==> src/rtl/mmio_fifo_bridge.sv <==
// mmio_fifo_bridge: MMIO register front-end over per-channel TX/RX FIFOs.
// Writes push TX FIFOs or update control state. Reads pop RX FIFOs through
// a three-state read FSM (IDLE -> LOOKUP -> RESP).
module mmio_fifo_bridge #(
    parameter int unsigned NUM_CH    = 2,
    parameter int unsigned DEPTH     = 16,
    parameter logic [31:0] BASE_ADDR = 32'h0000_0510
) (
    input  logic                 clk_main_a0,
    input  logic                 rst_main_sync,
    input  logic                 wr_valid,
    input  logic [31:0]          wr_addr,
    input  logic [31:0]          wdata,
    input  logic                 arvalid_q,
    input  logic [31:0]          araddr_q,
    output logic                 arready,
    output logic                 rvalid,
    input  logic                 rready,
    output logic [31:0]          rdata,
    output logic [1:0]           rresp,
    output logic [32*NUM_CH-1:0] tx_data,
    output logic [NUM_CH-1:0]    tx_valid,
    input  logic [NUM_CH-1:0]    tx_ready,
    input  logic [32*NUM_CH-1:0] rx_data,
    input  logic [NUM_CH-1:0]    rx_valid,
    output logic [NUM_CH-1:0]    rx_ready,
    output logic                 irq
);

    localparam int unsigned AW   = $clog2(DEPTH);
    localparam int unsigned LW   = AW + 1;
    localparam logic [31:0] SPAN = 32'(16 * NUM_CH);

    typedef enum logic [1:0] {IDLE, LOOKUP, RESP} rd_state_t;

    rd_state_t state, state_nxt;

    logic [31:0]   tx_mem    [NUM_CH][DEPTH];
    logic [31:0]   rx_mem    [NUM_CH][DEPTH];
    logic [AW-1:0] tx_wr_ptr [NUM_CH];
    logic [AW-1:0] tx_rd_ptr [NUM_CH];
    logic [AW-1:0] rx_wr_ptr [NUM_CH];
    logic [AW-1:0] rx_rd_ptr [NUM_CH];
    logic [LW-1:0] tx_level  [NUM_CH];
    logic [LW-1:0] rx_level  [NUM_CH];

    logic [NUM_CH-1:0] tx_full, tx_empty, rx_full, rx_empty;
    logic [NUM_CH-1:0] tx_push, tx_pop, tx_flush;
    logic [NUM_CH-1:0] rx_push, rx_pop, rx_flush;
    logic [NUM_CH-1:0] ctrl_wr, ovf_set, udf_set, ovf_clr, udf_clr;
    logic [NUM_CH-1:0] irq_en, tx_ovf, rx_udf;

    logic [31:0] wr_off, rd_off, rd_addr;
    logic        wr_hit, rd_hit;
    logic [31:0] rd_word;
    logic [1:0]  rd_resp;

    // Address decode: offsets outside the channel window or not word-aligned are unmapped.
    assign wr_off = wr_addr - BASE_ADDR;
    assign rd_off = rd_addr - BASE_ADDR;
    assign wr_hit = wr_valid && (wr_off < SPAN) && (wr_off[1:0] == 2'b00);
    assign rd_hit = (rd_off < SPAN) && (rd_off[1:0] == 2'b00);

    // Per-channel flags and FIFO/control strobes.
    always_comb begin
        tx_full  = '0;
        tx_empty = '0;
        rx_full  = '0;
        rx_empty = '0;
        tx_push  = '0;
        tx_pop   = '0;
        tx_flush = '0;
        rx_push  = '0;
        rx_pop   = '0;
        rx_flush = '0;
        ctrl_wr  = '0;
        ovf_set  = '0;
        udf_set  = '0;
        ovf_clr  = '0;
        udf_clr  = '0;
        for (int unsigned c = 0; c < NUM_CH; c++) begin
            tx_full[c]  = (tx_level[c] == LW'(DEPTH));
            tx_empty[c] = (tx_level[c] == '0);
            rx_full[c]  = (rx_level[c] == LW'(DEPTH));
            rx_empty[c] = (rx_level[c] == '0);
            if (wr_hit && wr_off[5:4] == 2'(c)) begin
                case (wr_off[3:2])
                    2'd0: begin
                        tx_push[c] = !tx_full[c];
                        ovf_set[c] = tx_full[c];
                    end
                    2'd2: begin
                        ctrl_wr[c]  = 1'b1;
                        tx_flush[c] = wdata[0];
                        rx_flush[c] = wdata[1];
                    end
                    2'd3: begin
                        ovf_clr[c] = wdata[0];
                        udf_clr[c] = wdata[1];
                    end
                    default: ;
                endcase
            end
            tx_pop[c]  = !tx_empty[c] && tx_ready[c];
            rx_push[c] = rx_valid[c] && !rx_full[c];
            if (state == LOOKUP && rd_hit && rd_off[5:4] == 2'(c) && rd_off[3:2] == 2'd0) begin
                rx_pop[c]  = !rx_empty[c];
                udf_set[c] = rx_empty[c];
            end
        end
    end

    // Streaming side: first-word-fall-through TX, RX ready while not full.
    always_comb begin
        tx_data = '0;
        for (int unsigned c = 0; c < NUM_CH; c++) begin
            tx_data[c*32 +: 32] = tx_mem[c][tx_rd_ptr[c]];
        end
        tx_valid = ~tx_empty;
        rx_ready = ~rx_full;
    end

    // FIFO storage writes (no reset needed for contents).
    always_ff @(posedge clk_main_a0) begin
        for (int unsigned c = 0; c < NUM_CH; c++) begin
            if (tx_push[c]) tx_mem[c][tx_wr_ptr[c]] <= wdata;
            if (rx_push[c]) rx_mem[c][rx_wr_ptr[c]] <= rx_data[c*32 +: 32];
        end
    end

    // FIFO pointers/levels, control and sticky state; flush beats push/pop, sticky set beats clear.
    always_ff @(posedge clk_main_a0) begin
        if (rst_main_sync) begin
            for (int unsigned c = 0; c < NUM_CH; c++) begin
                tx_wr_ptr[c] <= '0;
                tx_rd_ptr[c] <= '0;
                rx_wr_ptr[c] <= '0;
                rx_rd_ptr[c] <= '0;
                tx_level[c]  <= '0;
                rx_level[c]  <= '0;
            end
            irq_en <= '0;
            tx_ovf <= '0;
            rx_udf <= '0;
        end else begin
            for (int unsigned c = 0; c < NUM_CH; c++) begin
                if (tx_flush[c]) begin
                    tx_wr_ptr[c] <= '0;
                    tx_rd_ptr[c] <= '0;
                    tx_level[c]  <= '0;
                end else begin
                    if (tx_push[c]) tx_wr_ptr[c] <= tx_wr_ptr[c] + AW'(1);
                    if (tx_pop[c])  tx_rd_ptr[c] <= tx_rd_ptr[c] + AW'(1);
                    tx_level[c] <= tx_level[c] + LW'(tx_push[c]) - LW'(tx_pop[c]);
                end
                if (rx_flush[c]) begin
                    rx_wr_ptr[c] <= '0;
                    rx_rd_ptr[c] <= '0;
                    rx_level[c]  <= '0;
                end else begin
                    if (rx_push[c]) rx_wr_ptr[c] <= rx_wr_ptr[c] + AW'(1);
                    if (rx_pop[c])  rx_rd_ptr[c] <= rx_rd_ptr[c] + AW'(1);
                    rx_level[c] <= rx_level[c] + LW'(rx_push[c]) - LW'(rx_pop[c]);
                end
                if (ctrl_wr[c]) irq_en[c] <= wdata[2];
            end
            tx_ovf <= (tx_ovf & ~ovf_clr) | ovf_set;
            rx_udf <= (rx_udf & ~udf_clr) | udf_set;
        end
    end

    // Read data mux for the captured address.
    always_comb begin
        rd_word = 32'hAAAA_AAAA;
        rd_resp = 2'b10;
        for (int unsigned c = 0; c < NUM_CH; c++) begin
            if (rd_hit && rd_off[5:4] == 2'(c)) begin
                rd_resp = 2'b00;
                case (rd_off[3:2])
                    2'd0:    rd_word = rx_empty[c] ? 32'hDEAD_0000 : rx_mem[c][rx_rd_ptr[c]];
                    2'd1:    rd_word = {rx_empty[c], rx_full[c], tx_empty[c], tx_full[c], 3'b000,
                                        9'(rx_level[c]), 7'b0000000, 9'(tx_level[c])};
                    2'd2:    rd_word = {29'd0, irq_en[c], 2'b00};
                    default: rd_word = {30'd0, rx_udf[c], tx_ovf[c]};
                endcase
            end
        end
    end

    // Read FSM state register.
    always_ff @(posedge clk_main_a0) begin
        if (rst_main_sync) state <= IDLE;
        else               state <= state_nxt;
    end

    // Read FSM next-state and handshake outputs.
    always_comb begin
        state_nxt = state;
        arready   = (state == IDLE);
        rvalid    = (state == RESP);
        case (state)
            IDLE:    if (arvalid_q) state_nxt = LOOKUP;
            LOOKUP:  state_nxt = RESP;
            RESP:    if (rready) state_nxt = IDLE;
            default: state_nxt = IDLE;
        endcase
    end

    // Address capture on handshake; response registered in LOOKUP and held through RESP.
    always_ff @(posedge clk_main_a0) begin
        if (rst_main_sync) begin
            rd_addr <= '0;
            rdata   <= '0;
            rresp   <= '0;
        end else begin
            if (state == IDLE && arvalid_q) rd_addr <= araddr_q;
            if (state == LOOKUP) begin
                rdata <= rd_word;
                rresp <= rd_resp;
            end
        end
    end

    // Registered interrupt: any enabled channel with RX data pending.
    always_ff @(posedge clk_main_a0) begin
        if (rst_main_sync) irq <= 1'b0;
        else               irq <= |(irq_en & ~rx_empty);
    end

endmodule

==> config.mk <==
export PLATFORM = sky130hd
export DESIGN_NAME = mmio_fifo_bridge
export DESIGN_NICKNAME = d
export VERILOG_FILES = /design/src/rtl/mmio_fifo_bridge.sv
export SDC_FILE = /design/constraint.sdc
export NUM_CORES = 2
export LEC_CHECK = 0
export BUFFER_PORTS_ARGS = -buffer_cell sky130_fd_sc_hd__buf_4
export CAP_MARGIN = 20
export CORE_UTILIZATION = 55
export DETAILED_ROUTE_END_ITERATION = 8
export PLACE_DENSITY = 0.78
export SETUP_SLACK_MARGIN = 0.15
export SLEW_MARGIN = 20
export SYNTH_ARGS = -nofsm -noshare
export SYNTH_HDL_FRONTEND = slang
export SYNTH_SLANG_ARGS = --single-unit
export TNS_END_PERCENT = 100
==> constraint.sdc <==
create_clock -name clk_main_a0 -period 5.25 [get_ports clk_main_a0]
set_input_delay 1.05 -clock clk_main_a0 [delete_from_list [all_inputs] [get_ports clk_main_a0]]
set_output_delay 1.05 -clock clk_main_a0 [all_outputs]
set_load 0.01 [all_outputs]
==> results.json <==
{
  "status": "finished, final reports clean",
  "setup_viol": 0,
  "die_h_um": 396,
  "worst-path-stages": 4,
  "finalCritPeriodShare_pct": 89.0,
  "worstPathArrival_ns": 3.62,
  "dieArea_um2": 157000,
  "finalWorstSetupSlack_ns": 0.576,
  "clk_latency_ns": 0.83,
  "drive_gt1_share_pct": 31.2,
  "drtAntennaViolNets": 0,
  "hold_viol": 0,
  "dr_total_vias": 43450,
  "io_buffers": 272,
  "drc": 0,
  "worstPathRequired_ns": 4.20,
  "yosysWarnings": 0,
  "synth_area_leaders": "edfxtp_1, mux4_2, dfxtp_1, ha_1, nand2_1",
  "drt-pass1-iter-count": 6,
  "synthArstFlopShare_pct": 0,
  "final_max_slew_viol_count": 0,
  "grt_pass1_wl_um": 304000,
  "post_drt_via_cell_ratio": 6.58,
  "irDropWorstVdd_uv": 337,
  "fmax_mhz": 214,
  "postCtsHoldBufs": 0,
  "tightest_slew_ns": 1.15,
  "final_common_cell": "edfxtp_1",
  "worst-r2r-cell-count": 17,
  "place_congestion": 0.891,
  "path_buf_inv": 2,
  "gr-total-overflow": 0,
  "synth.yosys.seq_area_share_pct": 75.6,
  "crit_path_max_fanout": 51,
  "clock-root-buffer": "clkbuf_16",
  "syn_to_final_growth_pct": 14.1,
  "cpMostUsedCell": "mux4_2",
  "power_density_nw_per_um2": 378,
  "fin_crit_ns": 4.67,
  "finalWirelength_um": 212000,
  "drt_iter0_markers": 6812,
  "cts_resized": 0,
  "start_util_pct": 55.4,
  "place_area_um2": 90800,
  "layout_common_cells": "edfxtp_1, mux4_2, buf_4",
  "netlist_instances": 3960,
  "core_um2": 154000,
  "slew_headroom_pct": 23.0,
  "antenna_found_initial": 17,
  "synth-seq-cells": 2174,
  "syn_area_per_cell_um2": 21.6,
  "whs_ns": 0.461,
  "min_path_type": "reg2reg",
  "hold_depth": 2,
  "cp_slowest_cell": "edfxtp_1",
  "path_clk_slew_ns": 0.06,
  "cts_tree": "yes",
  "total_power_mw": 36.8,
  "grt_pass1_vias": 43401,
  "setup_tns_ns": 0,
  "critical_path_class": "reg2out",
  "syn_area_um2": 85400,
  "wire_per_inst_um": 32.0,
  "cts_buffers": 204,
  "final_nets": 4607,
  "design_area_um2": 97400,
  "ios": 274,
  "max_cap_violations": 0,
  "cp_top_family": "multiplexers",
  "row_count": 144,
  "synth_edf_count": 2100,
  "crit_path_end_kind": "primary output",
  "cts_sinks": 2174,
  "multi_input_area_um2": 20000,
  "pre_cts_ws_ns": 0.319,
  "h-tree-depth": 4,
  "synth_flop_cell": "edfxtp_1",
  "hpwlAfterDp_um": 122000,
  "grt_usage_pct": 27.1,
  "leakage_nw": 31.0,
  "grt_max_degree": 140,
  "path_cells": "buf_12 -> mux4_2 -> mux4_2 -> buf_4",
  "die_w_um": 396,
  "seq_area_um2": 64500,
  "n_fill_cell": 9843,
  "cts_buffer_depth": 3,
  "rsz0062_at_grt": "false",
  "yosysUniqueCellTypes": 83,
  "cp_slowest_stage_delay_ns": 0.93,
  "start_kind": "flip-flop",
  "synth.top_cell.area_share_pct": 73.9,
  "cts_setup_buffers": 0,
  "skew_ns": 0.0261,
  "synth_top_area_cell": "edfxtp_1"
}
[worst paths after layout]
path	startpoint	to	slack, ns
worst max-delay path	tx_rd_ptr[1][0]	tx_data[32]	0.58
worst min register to register	rx_udf[0]	rx_udf[0]	0.46
worst max register to register	rd_addr[5]	rx_level[0][4]	0.60
worst min-delay path	rx_udf[0]	rx_udf[0]	0.46
[synth_stat cells, types with 4 or more instances]
cell type and n:
nor2b_1 18, buf_1 56, mux2_2 4, a211oi_1 13, nor3b_1 6, a21oi_1 75
a31oi_1 16, nand4_1 21, or4_1 5, a21o_1 11, dfxtp_1 74, nand3b_1 10
o31a_1 5, nand2_1 130, nor2_1 124, nor3_1 28, a2111oi_0 13, xnor2_1 21
o311ai_0 4, mux4_2 620, fa_1 4, ha_1 50, edfxtp_1 2100, a22oi_1 11
mux2i_1 29, and3_1 44, buf_2 29, nand3_1 35, o2111ai_1 5, o211ai_1 19
and2_1 32, o31ai_1 7, nor4_1 19, inv_1 54, o21ai_0 34, xor2_1 20
nand2b_1 11, or3_1 9, nor4b_1 4, clkbuf_1 124
[power breakdown]
| part | internal, mW | switching (mW) |
|---|---|---|
| clock network | 8.23 | 6.39 |
| registers | 19.3 | 0.163 |
| logic | 1.19 | 1.60 |
[through the flow]
step / std cells / utilization (%)
2_1_floorplan: 3979 / -
5_1_grt: 6597 / 63.2
6_report: 6604 / 63.2
3_3_place_gp: 6222 / 58.9
4_1_cts: 6596 / 63.2
3_5_place_dp: 6222 / 58.9
[sequential cells by signal, indices dropped and copies added (netlist names)]
signal and flops:
irq 1, irq_en 2, rd_addr 32, rdata 32
rresp 1, rx_level 10, rx_mem 1024, rx_rd_ptr 8
rx_udf 2, rx_wr_ptr 8, state 2, tx_level 10
tx_mem 1024, tx_ovf 2, tx_rd_ptr 8, tx_wr_ptr 8
[layout make-up]
cell class                      count  share of cell area (%)
Multi-Input combinational cell   1536                    20.5
Inverter                           55                   0.212
Antenna cell                        8                  0.0206
Tap cell                         2044                    2.63
Sequential cell                  2174                    66.3
Timing Repair Buffer              413                    3.56
Clock buffer                      250                    5.53
Clock inverter                    124                    1.22
[logic make-up after synthesis]
| logic type | share of synthesized area [%] |
|---|---|
| XOR/XNOR | 0.421 |
| multiplexers | 16.8 |
| other | 0.00880 |
| AND/OR/NAND/NOR | 3.18 |
| adder cells (fa/ha/maj) | 0.827 |
| flip-flops | 75.6 |
| AO/OA/AOI/OAI | 1.94 |
| buffers and inverters | 1.26 |
[metal layers]
| layer | global-route usage, % | vias to the layer above | part of all wire [%] |
|---|---|---|---|
| met5 | 0 | - | 0.11 |
| met4 | 7.14 | 20 | 2.5 |
| met3 | 6.86 | 377 | 11 |
| met2 | 43.3 | 2961 | 49 |
| met1 | 37.8 | 22644 | 37 |
| li1 | - | 17448 | - |
[worst min-delay path, cell delays in order, from the launching register on]
cell and delay (ns):
dfxtp_1 0.31, nand3_1 0.07, nand2_1 0.04
No activity file was read; power rests on OpenSTA's default activity.
